<file path="src/rtl/sr_cmd_gen.sv">
// Set/clear command generator: synchronizes and debounces two operator buttons and
// issues spaced, mutually exclusive single-cycle s/r strobes to a downstream SR flip-flop.
module sr_cmd_gen #(
  parameter int unsigned DB_CYCLES  = 4,
  parameter int unsigned GAP_CYCLES = 3,
  parameter int unsigned CNT_W      = 8
) (
  input  logic             clk,
  input  logic             rst_n,
  input  logic             set_btn,
  input  logic             clr_btn,
  input  logic             en,
  output logic             s,
  output logic             r,
  output logic             busy,
  output logic             conflict,
  output logic [CNT_W-1:0] cmd_count
);

  localparam int unsigned DB_W  = $clog2(DB_CYCLES + 1);
  localparam int unsigned GAP_W = (GAP_CYCLES > 1) ? $clog2(GAP_CYCLES) : 1;

  typedef enum logic [1:0] {ST_IDLE, ST_PULSE, ST_GAP} state_e;
  typedef enum logic [1:0] {PEND_NONE, PEND_SET, PEND_CLR} pend_e;

  // Bit 0 carries the set path, bit 1 the clear path.
  logic [1:0]            sync1_q, sync1_d, sync2_q, sync2_d;
  logic [1:0]            db_q, db_d, db_dly_q, db_dly_d;
  logic [1:0][DB_W-1:0]  db_cnt_q, db_cnt_d;
  logic [1:0]            req_c;
  logic                  set_acc_c, clr_acc_c, conf_c, launch_c;
  pend_e                 pend_q, pend_d, pend_in_c;
  state_e                state_q, state_d;
  logic [GAP_W-1:0]      gap_cnt_q, gap_cnt_d;
  logic                  s_q, s_d, r_q, r_d, busy_q, busy_d, conflict_q, conflict_d;
  logic [CNT_W-1:0]      cmd_count_q, cmd_count_d;

  // Input synchronizers, debounce counters and edge detect.
  always_comb begin
    sync1_d  = {clr_btn, set_btn};
    sync2_d  = sync1_q;
    db_dly_d = db_q;
    db_d     = db_q;
    db_cnt_d = '0;
    for (int i = 0; i < 2; i++) begin
      if (sync2_q[i] != db_q[i]) begin
        if (db_cnt_q[i] == DB_W'(DB_CYCLES - 1)) begin
          db_d[i] = ~db_q[i];
        end else begin
          db_cnt_d[i] = db_cnt_q[i] + DB_W'(1);
        end
      end
    end
  end

  assign req_c = db_q & ~db_dly_q;

  // Accepted requests merged into the pending slot; a fresh request wins over an older one.
  always_comb begin
    set_acc_c = en & req_c[0] & ~req_c[1];
    clr_acc_c = en & req_c[1] & ~req_c[0];
    conf_c    = en & req_c[0] & req_c[1];
    pend_in_c = pend_q;
    if (conf_c)         pend_in_c = PEND_NONE;
    else if (set_acc_c) pend_in_c = PEND_SET;
    else if (clr_acc_c) pend_in_c = PEND_CLR;
  end

  // Next-state logic.
  always_comb begin
    state_d   = state_q;
    gap_cnt_d = gap_cnt_q;
    pend_d    = pend_in_c;
    launch_c  = 1'b0;
    case (state_q)
      ST_IDLE: begin
        if (pend_in_c != PEND_NONE) begin
          state_d  = ST_PULSE;
          pend_d   = PEND_NONE;
          launch_c = 1'b1;
        end
      end
      ST_PULSE: begin
        state_d   = ST_GAP;
        gap_cnt_d = '0;
      end
      ST_GAP: begin
        if (gap_cnt_q == GAP_W'(GAP_CYCLES - 1)) begin
          if (pend_in_c != PEND_NONE) begin
            state_d  = ST_PULSE;
            pend_d   = PEND_NONE;
            launch_c = 1'b1;
          end else begin
            state_d = ST_IDLE;
          end
        end else begin
          gap_cnt_d = gap_cnt_q + GAP_W'(1);
        end
      end
      default: state_d = ST_IDLE;
    endcase
  end

  // Output logic, registered below.
  always_comb begin
    s_d         = launch_c && (pend_in_c == PEND_SET);
    r_d         = launch_c && (pend_in_c == PEND_CLR);
    busy_d      = (state_d != ST_IDLE);
    conflict_d  = conf_c;
    cmd_count_d = cmd_count_q + CNT_W'(launch_c);
  end

  always_ff @(posedge clk or negedge rst_n) begin
    if (!rst_n) begin
      state_q <= ST_IDLE;
    end else begin
      state_q <= state_d;
    end
  end

  always_ff @(posedge clk or negedge rst_n) begin
    if (!rst_n) begin
      sync1_q     <= '0;
      sync2_q     <= '0;
      db_q        <= '0;
      db_dly_q    <= '0;
      db_cnt_q    <= '0;
      pend_q      <= PEND_NONE;
      gap_cnt_q   <= '0;
      s_q         <= 1'b0;
      r_q         <= 1'b0;
      busy_q      <= 1'b0;
      conflict_q  <= 1'b0;
      cmd_count_q <= '0;
    end else begin
      sync1_q     <= sync1_d;
      sync2_q     <= sync2_d;
      db_q        <= db_d;
      db_dly_q    <= db_dly_d;
      db_cnt_q    <= db_cnt_d;
      pend_q      <= pend_d;
      gap_cnt_q   <= gap_cnt_d;
      s_q         <= s_d;
      r_q         <= r_d;
      busy_q      <= busy_d;
      conflict_q  <= conflict_d;
      cmd_count_q <= cmd_count_d;
    end
  end

  assign s         = s_q;
  assign r         = r_q;
  assign busy      = busy_q;
  assign conflict  = conflict_q;
  assign cmd_count = cmd_count_q;

endmodule

</file>
<file path="config.mk">
export PLATFORM = sky130hd
export DESIGN_NAME = sr_cmd_gen
export DESIGN_NICKNAME = d
export VERILOG_FILES = /design/src/rtl/sr_cmd_gen.sv
export SDC_FILE = /design/constraint.sdc
export NUM_CORES = 1
export LEC_CHECK = 0
export CAP_MARGIN = 10
export CORE_MARGIN = 2
export CORE_UTILIZATION = 45
export CTS_CLUSTER_DIAMETER = 80
export DETAILED_ROUTE_END_ITERATION = 8
export PLACE_DENSITY = 0.72
export REMOVE_ABC_BUFFERS = 1
export SYNTH_ARGS = -nofsm -noshare
export SYNTH_HDL_FRONTEND = slang
export SYNTH_SLANG_ARGS = --single-unit
</file>
<file path="constraint.sdc">
create_clock -name clk -period 3.7 [get_ports clk]
set_input_delay 0.37 -clock clk [delete_from_list [all_inputs] [get_ports clk]]
set_output_delay 0.37 -clock clk [all_outputs]
set_load 0.05 [all_outputs]
</file>
==> flow_metrics.env <==
export IMPL_outcome="completed"
export IMPL_drv_cap=0
export IMPL_ant_nets=0
export IMPL_ys_seq_area_share_pct=63.18
export IMPL_drt_iter0_markers=17
export IMPL_h_tree_depth=2
export IMPL_die_w_um=57.07
export IMPL_grtUsageTotal_pct=13.11
export IMPL_path_max_fanout=5
export IMPL_min_period_ps=2134
export IMPL_die_area_um2=3257
export IMPL_path_cells="inv_1, ha_1, inv_2, a21o_1, nor3_1, ha_1, ha_1, nand3_1, nor2_1, xor2_1"
export IMPL_leakage_nw=0.6944
export IMPL_synth_distinct_cells=26
export IMPL_finalNetCount=129
export IMPL_clock_skew_ps=11.05
export IMPL_setup_viol=0
export IMPL_crit_family="adder cells"
export IMPL_power_switching_w=0.0004848
export IMPL_die_height_um=57.07
export IMPL_p_clk_share_pct=14.6
export IMPL_synth_edf_count=0
export IMPL_cts_tree="done"
export IMPL_grt_overflow=0
export IMPL_reg2reg_to="cmd_count[6]"
export IMPL_worstPathBufferInverterCount=2
export IMPL_clock_sink_count=32
export IMPL_stdcell_count=150
export IMPL_hpwl_mm=1.295
export IMPL_rows=19
export IMPL_tightest_slew_ps=498.4
export IMPL_drv_slew=0
export IMPL_powerDensity_nw_per_um2=805.9
export IMPL_holdPathStages=0
export IMPL_antenna_found_initial=0
export IMPL_syn_inst=97
export IMPL_synthArstFlopShare_pct=100.0
export IMPL_port_buffers=16
export IMPL_cts_setup_buffers=0
export IMPL_clk_latency_ps=330
export IMPL_hold_buffers=0
export IMPL_clk_pin_slew_ps=90
export IMPL_numCtsBuffers=5
export IMPL_hold_violations=0
export IMPL_ys_ff_latch=32
export IMPL_yosys_warnings=0
export IMPL_initial_core_util_pct=46.77
export IMPL_whs_endpoint="sync2_q[1]"
export IMPL_finalWeightedCongestion=0.7093
export IMPL_hp_class="reg2reg"
export IMPL_worstRegToRegCells=10
export IMPL_power_frac_seq_pct=45.1
export IMPL_dp_cells=143
export IMPL_layout_drive_gt1_share_pct=9.244
export IMPL_n_antenna_cell=0
export IMPL_drt_pass1_iterations=4
export IMPL_slowest_delay_ps=410
export IMPL_cts_resized=0
export IMPL_ir_worst_vdd_mv=0.4231
export IMPL_arrival_ps=2390
export IMPL_synth_area_um2=1267
export IMPL_core_um2=2710
export IMPL_combPwrFrac_pct=40.3
export IMPL_crit_top_cell="ha_1"
export IMPL_postSynthAreaPerCell_um2=13.07
export IMPL_end_kind="register"
export IMPL_slew_headroom_pct=66.67
export IMPL_rsz0062_at_grt="false"
export IMPL_crit_type="reg2reg"
export IMPL_grt_pass1_vias=711
export IMPL_timing_fmax_mhz=468.6
export IMPL_min_period_over_period_pct=57.68
export IMPL_start_kind="register"
export IMPL_reg2reg_setup_slack_ps=1570
export IMPL_cts_root_buffer_cell="clkbuf_4"
export IMPL_ios=17
export IMPL_hold_start="sync1_q[1]"
export IMPL_cts_buffer_depth=2
export IMPL_reg2reg_from="gap_cnt_q[0]"
export IMPL_post_drt_wl_per_cell_um=11.94
export IMPL_totalWireLength_mm=1.791
export IMPL_vias_per_cell=5.067
export IMPL_synthToLayoutAreaGrowth_pct=18.76
export IMPL_intPower_w=0.0007282
export IMPL_swShare_pct=39.97
export IMPL_setup_tns_final_ps=0
export IMPL_synth_main_ff_cell="dfrtp_1"
export IMPL_cp_slowest_cell="dfrtp_1"
export IMPL_crit_required_ps=3960
export IMPL_num_vias=760
export IMPL_route_detailed_drc=0
export IMPL_grt_pass1_wl_mm=3.098
export IMPL_grt_max_degree=33
[power groups by stage]
stage               Combinational (W)  Clock (W)  Sequential (W)
finish                       0.000489   0.000177        0.000547
global placement             0.000484          0        0.000549
CTS                          0.000497   0.000183        0.000548
global route                 0.000541   0.000201        0.000564
floorplan                    0.000227          0        0.000673
detailed placement           0.000495          0        0.000556
[placed cells by master, fill, tap and decap left out]
cell | Yosys | final
a21o_1 | 1 | 1
a21oi_1 | 3 | 3
and3b_1 | 2 | 2
and3b_4 | 1 | 1
and4_1 | 1 | 1
buf_4 | 0 | 1
clkbuf_1 | 1 | 1
clkbuf_4 | 0 | 5
clkdlybuf4s50_1 | 0 | 16
clkinv_2 | 0 | 1
dfrtp_1 | 32 | 32
ha_1 | 5 | 5
inv_1 | 4 | 4
inv_2 | 1 | 1
mux2_1 | 2 | 2
mux2i_1 | 3 | 3
nand2_1 | 4 | 4
nand3_1 | 2 | 2
nand4_1 | 1 | 1
nor2_1 | 6 | 6
nor2b_1 | 3 | 3
nor3_1 | 8 | 8
nor3b_1 | 3 | 3
nor4_4 | 1 | 1
o21a_1 | 1 | 1
o21ai_1 | 2 | 2
o31ai_2 | 1 | 1
xnor2_1 | 6 | 6
xor2_1 | 2 | 2
[cells in the mapped netlist, types with 2 or more instances]
cell | instances | area, um2
nor3b_1 | 3 | 22.52
ha_1 | 5 | 62.56
inv_1 | 4 | 15.01
nand3_1 | 2 | 10.01
nor2_1 | 6 | 22.52
o21ai_1 | 2 | 10.01
and3b_1 | 2 | 17.52
mux2i_1 | 3 | 30.03
a21oi_1 | 3 | 15.01
nor2b_1 | 3 | 18.77
mux2_1 | 2 | 22.52
nor3_1 | 8 | 40.04
dfrtp_1 | 32 | 800.8
xnor2_1 | 6 | 52.55
xor2_1 | 2 | 17.52
nand2_1 | 4 | 15.01
[metrics by stage]
stage	hold WS (ps)	cell area [um2]	power, W	setup slack [ps]	util [%]
2_1_floorplan	74.41	1252	0.0009004	1761	-
3_3_place_gp	333.4	1459	0.001033	1364	53.83
3_5_place_dp	335.5	1459	0.001051	1245	53.83
4_1_cts	354.4	1505	0.001229	1525	55.54
5_1_grt	363.1	1505	0.001306	1323	55.54
6_report	353.0	1505	0.001213	1566	55.54
[cell families (layout without fill, tap and decap cells)]
family / after synthesis / after routing / synth area share [%]
flops: 32 / 32 / 63.18
simple gates: 32 / 32 / 15.40
compound gates: 8 / 8 / 4.146
xor+xnor: 8 / 8 / 5.528
buf+inv: 7 / 29 / 2.664
fa+ha+maj: 5 / 5 / 4.936
mux: 5 / 5 / 4.146
[flip-flops by register name (all words and copies together), names as in the netlist, 2 cells and up]
signal / cells
cmd_count: 8
db_cnt_q: 6
db_dly_d: 2
db_dly_q: 2
gap_cnt_q: 2
pend_q: 2
state_q: 2
sync1_q: 2
sync2_q: 2
[per-layer routing]
metal	global-route usage, %	up-vias	share of wire, %
met3	6.803	6	5.0
met5	0	-	0
li1	-	373	-
met4	7.973	0	3.2
met2	19.38	12	46
met1	15.15	369	46
[worst max path at each step]
| stage | startpoint | endpoint | slack [ps] | cells after the start |
|---|---|---|---|---|
| after floorplan | gap_cnt_q[0] | cmd_count[6] | 1760 | 10 |
| after global placement | en | cmd_count[6] | 1360 | 9 |
| after detailed placement | en | cmd_count[6] | 1240 | 9 |
| after CTS | gap_cnt_q[0] | cmd_count[6] | 1520 | 10 |
| after global routing | gap_cnt_q[0] | cmd_count[6] | 1320 | 10 |
| final | gap_cnt_q[0] | cmd_count[6] | 1570 | 10 |
[cell type report]
| cell class | instances | area, um2 |
|---|---|---|
| Inverter | 5 | 18.77 |
| Clock inverter | 1 | 5.005 |
| Timing Repair Buffer | 17 | 167.7 |
| Sequential cell | 32 | 800.8 |
| Multi-Input combinational cell | 58 | 432.9 |
| Fill cell | 237 | 1205 |
| Clock buffer | 6 | 41.29 |
| Tap cell | 31 | 38.79 |
Power figures use the tool's default switching activity.
